**src/rtl/serial_add_ctrl.sv**
```systemverilog
// One-bit full adder cell; the only arithmetic element in the sequencer.
// Latency: combinational.
// Backpressure: none.
module full_add (
    input  logic a_i,
    input  logic b_i,
    input  logic c_i,
    output logic sum_o,
    output logic cout_o
);
    assign sum_o  = a_i ^ b_i ^ c_i;
    assign cout_o = (a_i & b_i) | (c_i & (a_i ^ b_i));
endmodule

// Bit-serial add/subtract sequencer sharing one full_add cell, LSB first.
// Latency: WIDTH cycles from start accept to result_valid.
// Backpressure: result held in DONE until result_ack; start ignored unless ready.
module serial_add_ctrl #(
    parameter int WIDTH = 8,
    parameter int CNT_W = $clog2(WIDTH)
) (
    input  logic             clk,
    input  logic             rst_n,
    input  logic             start,
    input  logic             sub,
    input  logic [WIDTH-1:0] op_a,
    input  logic [WIDTH-1:0] op_b,
    output logic             ready,
    output logic             busy,
    output logic             result_valid,
    output logic [WIDTH-1:0] result,
    output logic             carry_out,
    output logic             overflow,
    input  logic             result_ack
);
    typedef enum logic [1:0] {IDLE, RUN, DONE} state_t;

    localparam logic [CNT_W-1:0] CNT_LAST = CNT_W'(WIDTH - 1);
    localparam logic [CNT_W-1:0] CNT_PREV = CNT_W'(WIDTH - 2);

    state_t             state_q, state_d;
    logic [WIDTH-1:0]   a_sh_q, a_sh_d;
    logic [WIDTH-1:0]   b_sh_q, b_sh_d;
    logic [WIDTH-1:0]   r_sh_q, r_sh_d;
    logic [WIDTH-1:0]   result_q, result_d;
    logic [CNT_W-1:0]   cnt_q, cnt_d;
    logic               c_q, c_d;
    logic               c_msb_q, c_msb_d;
    logic               carry_q, carry_d;
    logic               ovf_q, ovf_d;
    logic               fa_sum, fa_cout;

    full_add u_fa (
        .a_i    (a_sh_q[0]),
        .b_i    (b_sh_q[0]),
        .c_i    (c_q),
        .sum_o  (fa_sum),
        .cout_o (fa_cout)
    );

    always_comb begin
        state_d  = state_q;
        a_sh_d   = a_sh_q;
        b_sh_d   = b_sh_q;
        r_sh_d   = r_sh_q;
        result_d = result_q;
        cnt_d    = cnt_q;
        c_d      = c_q;
        c_msb_d  = c_msb_q;
        carry_d  = carry_q;
        ovf_d    = ovf_q;
        case (state_q)
            IDLE: begin
                if (start) begin
                    // Subtraction runs as A + ~B + 1: invert B, seed carry with 1.
                    a_sh_d  = op_a;
                    b_sh_d  = sub ? ~op_b : op_b;
                    c_d     = sub;
                    cnt_d   = '0;
                    state_d = RUN;
                end
            end
            RUN: begin
                r_sh_d = {fa_sum, r_sh_q[WIDTH-1:1]};
                a_sh_d = a_sh_q >> 1;
                b_sh_d = b_sh_q >> 1;
                c_d    = fa_cout;
                cnt_d  = cnt_q + CNT_W'(1);
                // Carry out of bit WIDTH-2 is the carry into the MSB.
                if (cnt_q == CNT_PREV) begin
                    c_msb_d = fa_cout;
                end
                if (cnt_q == CNT_LAST) begin
                    result_d = {fa_sum, r_sh_q[WIDTH-1:1]};
                    carry_d  = fa_cout;
                    ovf_d    = c_msb_q ^ fa_cout;
                    state_d  = DONE;
                end
            end
            DONE: begin
                if (result_ack) begin
                    state_d = IDLE;
                end
            end
            default: state_d = IDLE;
        endcase
    end

    always_ff @(posedge clk or negedge rst_n) begin
        if (!rst_n) begin
            state_q  <= IDLE;
            a_sh_q   <= '0;
            b_sh_q   <= '0;
            r_sh_q   <= '0;
            result_q <= '0;
            cnt_q    <= '0;
            c_q      <= 1'b0;
            c_msb_q  <= 1'b0;
            carry_q  <= 1'b0;
            ovf_q    <= 1'b0;
        end else begin
            state_q  <= state_d;
            a_sh_q   <= a_sh_d;
            b_sh_q   <= b_sh_d;
            r_sh_q   <= r_sh_d;
            result_q <= result_d;
            cnt_q    <= cnt_d;
            c_q      <= c_d;
            c_msb_q  <= c_msb_d;
            carry_q  <= carry_d;
            ovf_q    <= ovf_d;
        end
    end

    assign ready        = (state_q == IDLE);
    assign busy         = (state_q == RUN);
    assign result_valid = (state_q == DONE);
    assign result       = result_q;
    assign carry_out    = carry_q;
    assign overflow     = ovf_q;
endmodule

```
**config.mk**
```make
export PLATFORM = sky130hd
export DESIGN_NAME = serial_add_ctrl
export DESIGN_NICKNAME = d
export VERILOG_FILES = /design/src/rtl/serial_add_ctrl.sv
export SDC_FILE = /design/constraint.sdc
export NUM_CORES = 1
export LEC_CHECK = 0
export BUFFER_PORTS_ARGS = -buffer_cell sky130_fd_sc_hd__buf_2
export CAP_MARGIN = 10
export CORE_UTILIZATION = 54
export DETAILED_ROUTE_END_ITERATION = 8
export GPL_TIMING_DRIVEN = 0
export PLACE_DENSITY = 0.75
export SYNTH_ARGS = -nofsm -noshare
export SYNTH_HDL_FRONTEND = slang
export SYNTH_HIERARCHICAL = 1
export SYNTH_SLANG_ARGS = --single-unit
```
**constraint.sdc**
```tcl
create_clock -name clk -period 2.2 [get_ports clk]
set_input_delay 0.11 -clock clk [delete_from_list [all_inputs] [get_ports clk]]
set_output_delay 0.11 -clock clk [all_outputs]
set_load 0.1 [all_outputs]
```
==> run metrics <==
Setup CP Type=reg2out; die width=59.8 um; Diodes inserted=0; Post-route DRC=0; post-cts sizing count=0; Distinct cells, synth=28; synthesis-to-finish area growth=16.7%; hold path depth=2; critical path data arrival time=1890 ps; flops & latches, synth=40; required time of the critical path=2090 ps; reg-to-reg setup timing slack=500 ps; Post-synth EDFFs=0; hold endpoint=a_sh_q[7]; Pre-Repair DR Iteration Count=5; Initial Util=58.1%; RR Startpoint=cnt_q[0]; area of the multi-input gates=727 um^2; Tmin final=2000 ps; largest net degree at the start of global routing=41; clk sinks=40; FMAX=500 MHz; Overflow after GRT=0; Pwr Density=1560 nW/um^2; worst flop-to-flop path endpoint=result[5]; GP Congestion=0.806; drt initial violations=70; Cells after Synth=171; R2R depth=5; leak pwr=0.00103 uW; CTS root buf=clkbuf_4; Power Total=3290 uW; status=completed; vias per cell=5.39; Clock Path Buffers=2; Worst-Margin Slew=885 ps; post-route antenna net violation count=0; share of post-route cells with drive strength above 1=26.9%; number of cell rows=20; Die ar.=3570 um^2; detailed placement HPWL=2600 um; Final nets=237; CTS clk-pin slew, worst paths=110 ps; Hold Startpoint=op_a[7]; filler instances=280; crit path launch type=flop; first-pass GRT wire length=6150 um; max-cap violations=0; Peak supply drop=721 uV; Die H=59.8 um; vias in the first global route=1415; Hold Path Class=in2reg; placed insts=247; routed wire length per instance=13.9 um; total negative slack=0 ps; DR vias=1381; All-Layer GR Usage=23.8%; sequential cell area=1000 um^2; ys async rst share=100%; final hold viol count=0; period utilization=90.8%; Worst Skew=3.81 ps; core area=3100 um^2; Worst-Skew Late Latency=340 ps; Synth Warn #=6; Mean Syn Cell Area=10.5 um^2; PortBufs=32; Main synth FF type=dfrtp_1; Setup Viol. Count Final=0; critical-path maximum fanout=10; Mapped Nets=196; RSZ-0062 raised after global routing=false; H-tree depth=2; Worst setup EP type=output port; Ports=34; post-synthesis sequential area ratio=55.6%; Final Max Slew Viols=0; Inserted Clock Buffers=5; initial antenna violation count=0; mapped cell area=1800 um^2; relative slew slack=41.0%; CTS tree=yes; utilization after layout=67.7%; non-filler cells, final=256; final wirelength=3560 um
cells in the mapped netlist (all sizes together) (2+ instances only):
| cell type | instances | area (um^2) |
|---|---|---|
| xnor2 | 8 | 70.1 |
| dfrtp | 40 | 1000 |
| mux2 | 10 | 113 |
| o211ai | 2 | 15.0 |
| o221ai | 4 | 35.0 |
| nand2 | 42 | 158 |
| ha | 3 | 37.5 |
| a22oi | 10 | 75.1 |
| o21ai | 13 | 65.1 |
| inv | 5 | 18.8 |
| clkbuf | 3 | 11.3 |
| buf | 8 | 43.8 |
| nor2b | 5 | 31.3 |
| nor2 | 4 | 15.0 |
| a21oi | 4 | 20.0 |
metrics by stage:
step	area (um^2)	setup slack, ps	hold WS (ps)
final	2100	201	31.9
after global routing	2100	54.2	27.4
after CTS	2100	179	24.0
after detailed placement	2020	509	279
after global placement	2020	527	259
after floorplan	1800	85.8	-186
cell type report:
| type | count | area share (%) |
|---|---|---|
| clock buffer | 7 | 3.10 |
| tap | 44 | 2.62 |
| buffer | 11 | 2.62 |
| sequential | 40 | 47.6 |
| inverter | 5 | 0.893 |
| multi-input combinational | 115 | 34.6 |
| timing repair buffer | 34 | 8.57 |
routing by layer:
layer	routed length [um]	global-route usage (%)	vias to the layer above
met5	0	0	-
met3	163	7.58	6
met2	1930	44.0	39
met4	54	8.97	0
li1	-	-	664
met1	1410	24.8	672
where the power goes:
part / leakage (uW) / internal (uW) / switching [uW]
combinational: 0.000482 / 443 / 1220
clock: 0.0000374 / 181 / 223
sequential: 0.000515 / 1030 / 190
total: 0.00103 / 1660 / 1630
logic make-up (layout without fill, tap and decap cells):
logic type / after synthesis / count (layout) / synth area share (%)
mux: 10 / 10 / 6.25
compound gates: 37 / 37 / 13.7
xor+xnor: 9 / 9 / 4.38
flops: 40 / 40 / 55.6
buf+inv: 16 / 57 / 4.10
simple gates: 55 / 55 / 12.8
fa+ha+maj: 4 / 4 / 3.19
repair_timing:
item                      in CTS  in global routing
buffers inserted               0                  0
hold endpoints to repair      41                  0
hold buffers                   2                  0
worst max-delay path, cell delays in order (launching register included):
cell,delay [ps]
dfrtp_1,420
nand2b_1,140
buf_2,180
inv_2,120
buf_2,220
buf_2,460
how the worst max path moves through the flow:
stage                          start   endpoint  cells past startpoint
final                     state_q[1]       busy                      5
after global routing      state_q[1]       busy                      5
after CTS                 state_q[1]       busy                      5
after detailed placement    cnt_q[0]  result[2]                      5
after global placement      cnt_q[0]  carry_out                      5
after floorplan           state_q[0]      ready                      3
flip-flops by register name, summed over array words and instances (netlist names):
register,flops
b_sh_q,8
r_sh_q,7
cnt_q,3
c_q,1
a_sh_q,8
result,8
carry_out,1
overflow,1
c_msb_q,1
state_q,2
placed cells by master, fill, tap and decap left out:
| cell | netlist | final |
|---|---|---|
| a21oi_1 | 4 | 4 |
| a221o_1 | 1 | 1 |
| a22o_1 | 1 | 1 |
| a22oi_1 | 10 | 10 |
| a32o_1 | 1 | 1 |
| buf_1 | 1 | 1 |
| buf_2 | 5 | 37 |
| buf_4 | 2 | 2 |
| clkbuf_1 | 3 | 3 |
| clkbuf_4 | 0 | 5 |
| clkbuf_8 | 0 | 2 |
| dfrtp_1 | 40 | 40 |
| dlygate4sd3_1 | 0 | 2 |
| fa_1 | 1 | 1 |
| ha_1 | 3 | 3 |
| inv_1 | 4 | 4 |
| inv_2 | 1 | 1 |
| mux2_2 | 10 | 10 |
| nand2_1 | 42 | 42 |
| nand2b_1 | 1 | 1 |
| nand3_1 | 1 | 1 |
| nand3b_1 | 1 | 1 |
| nor2_1 | 4 | 4 |
| nor2b_1 | 5 | 5 |
| o211ai_1 | 2 | 2 |
| o21ai_0 | 13 | 13 |
| o21bai_1 | 1 | 1 |
| o221ai_1 | 4 | 4 |
| or3b_1 | 1 | 1 |
| xnor2_1 | 8 | 8 |
| xor2_1 | 1 | 1 |
Note: power is estimated with default switching activity, not from simulation.
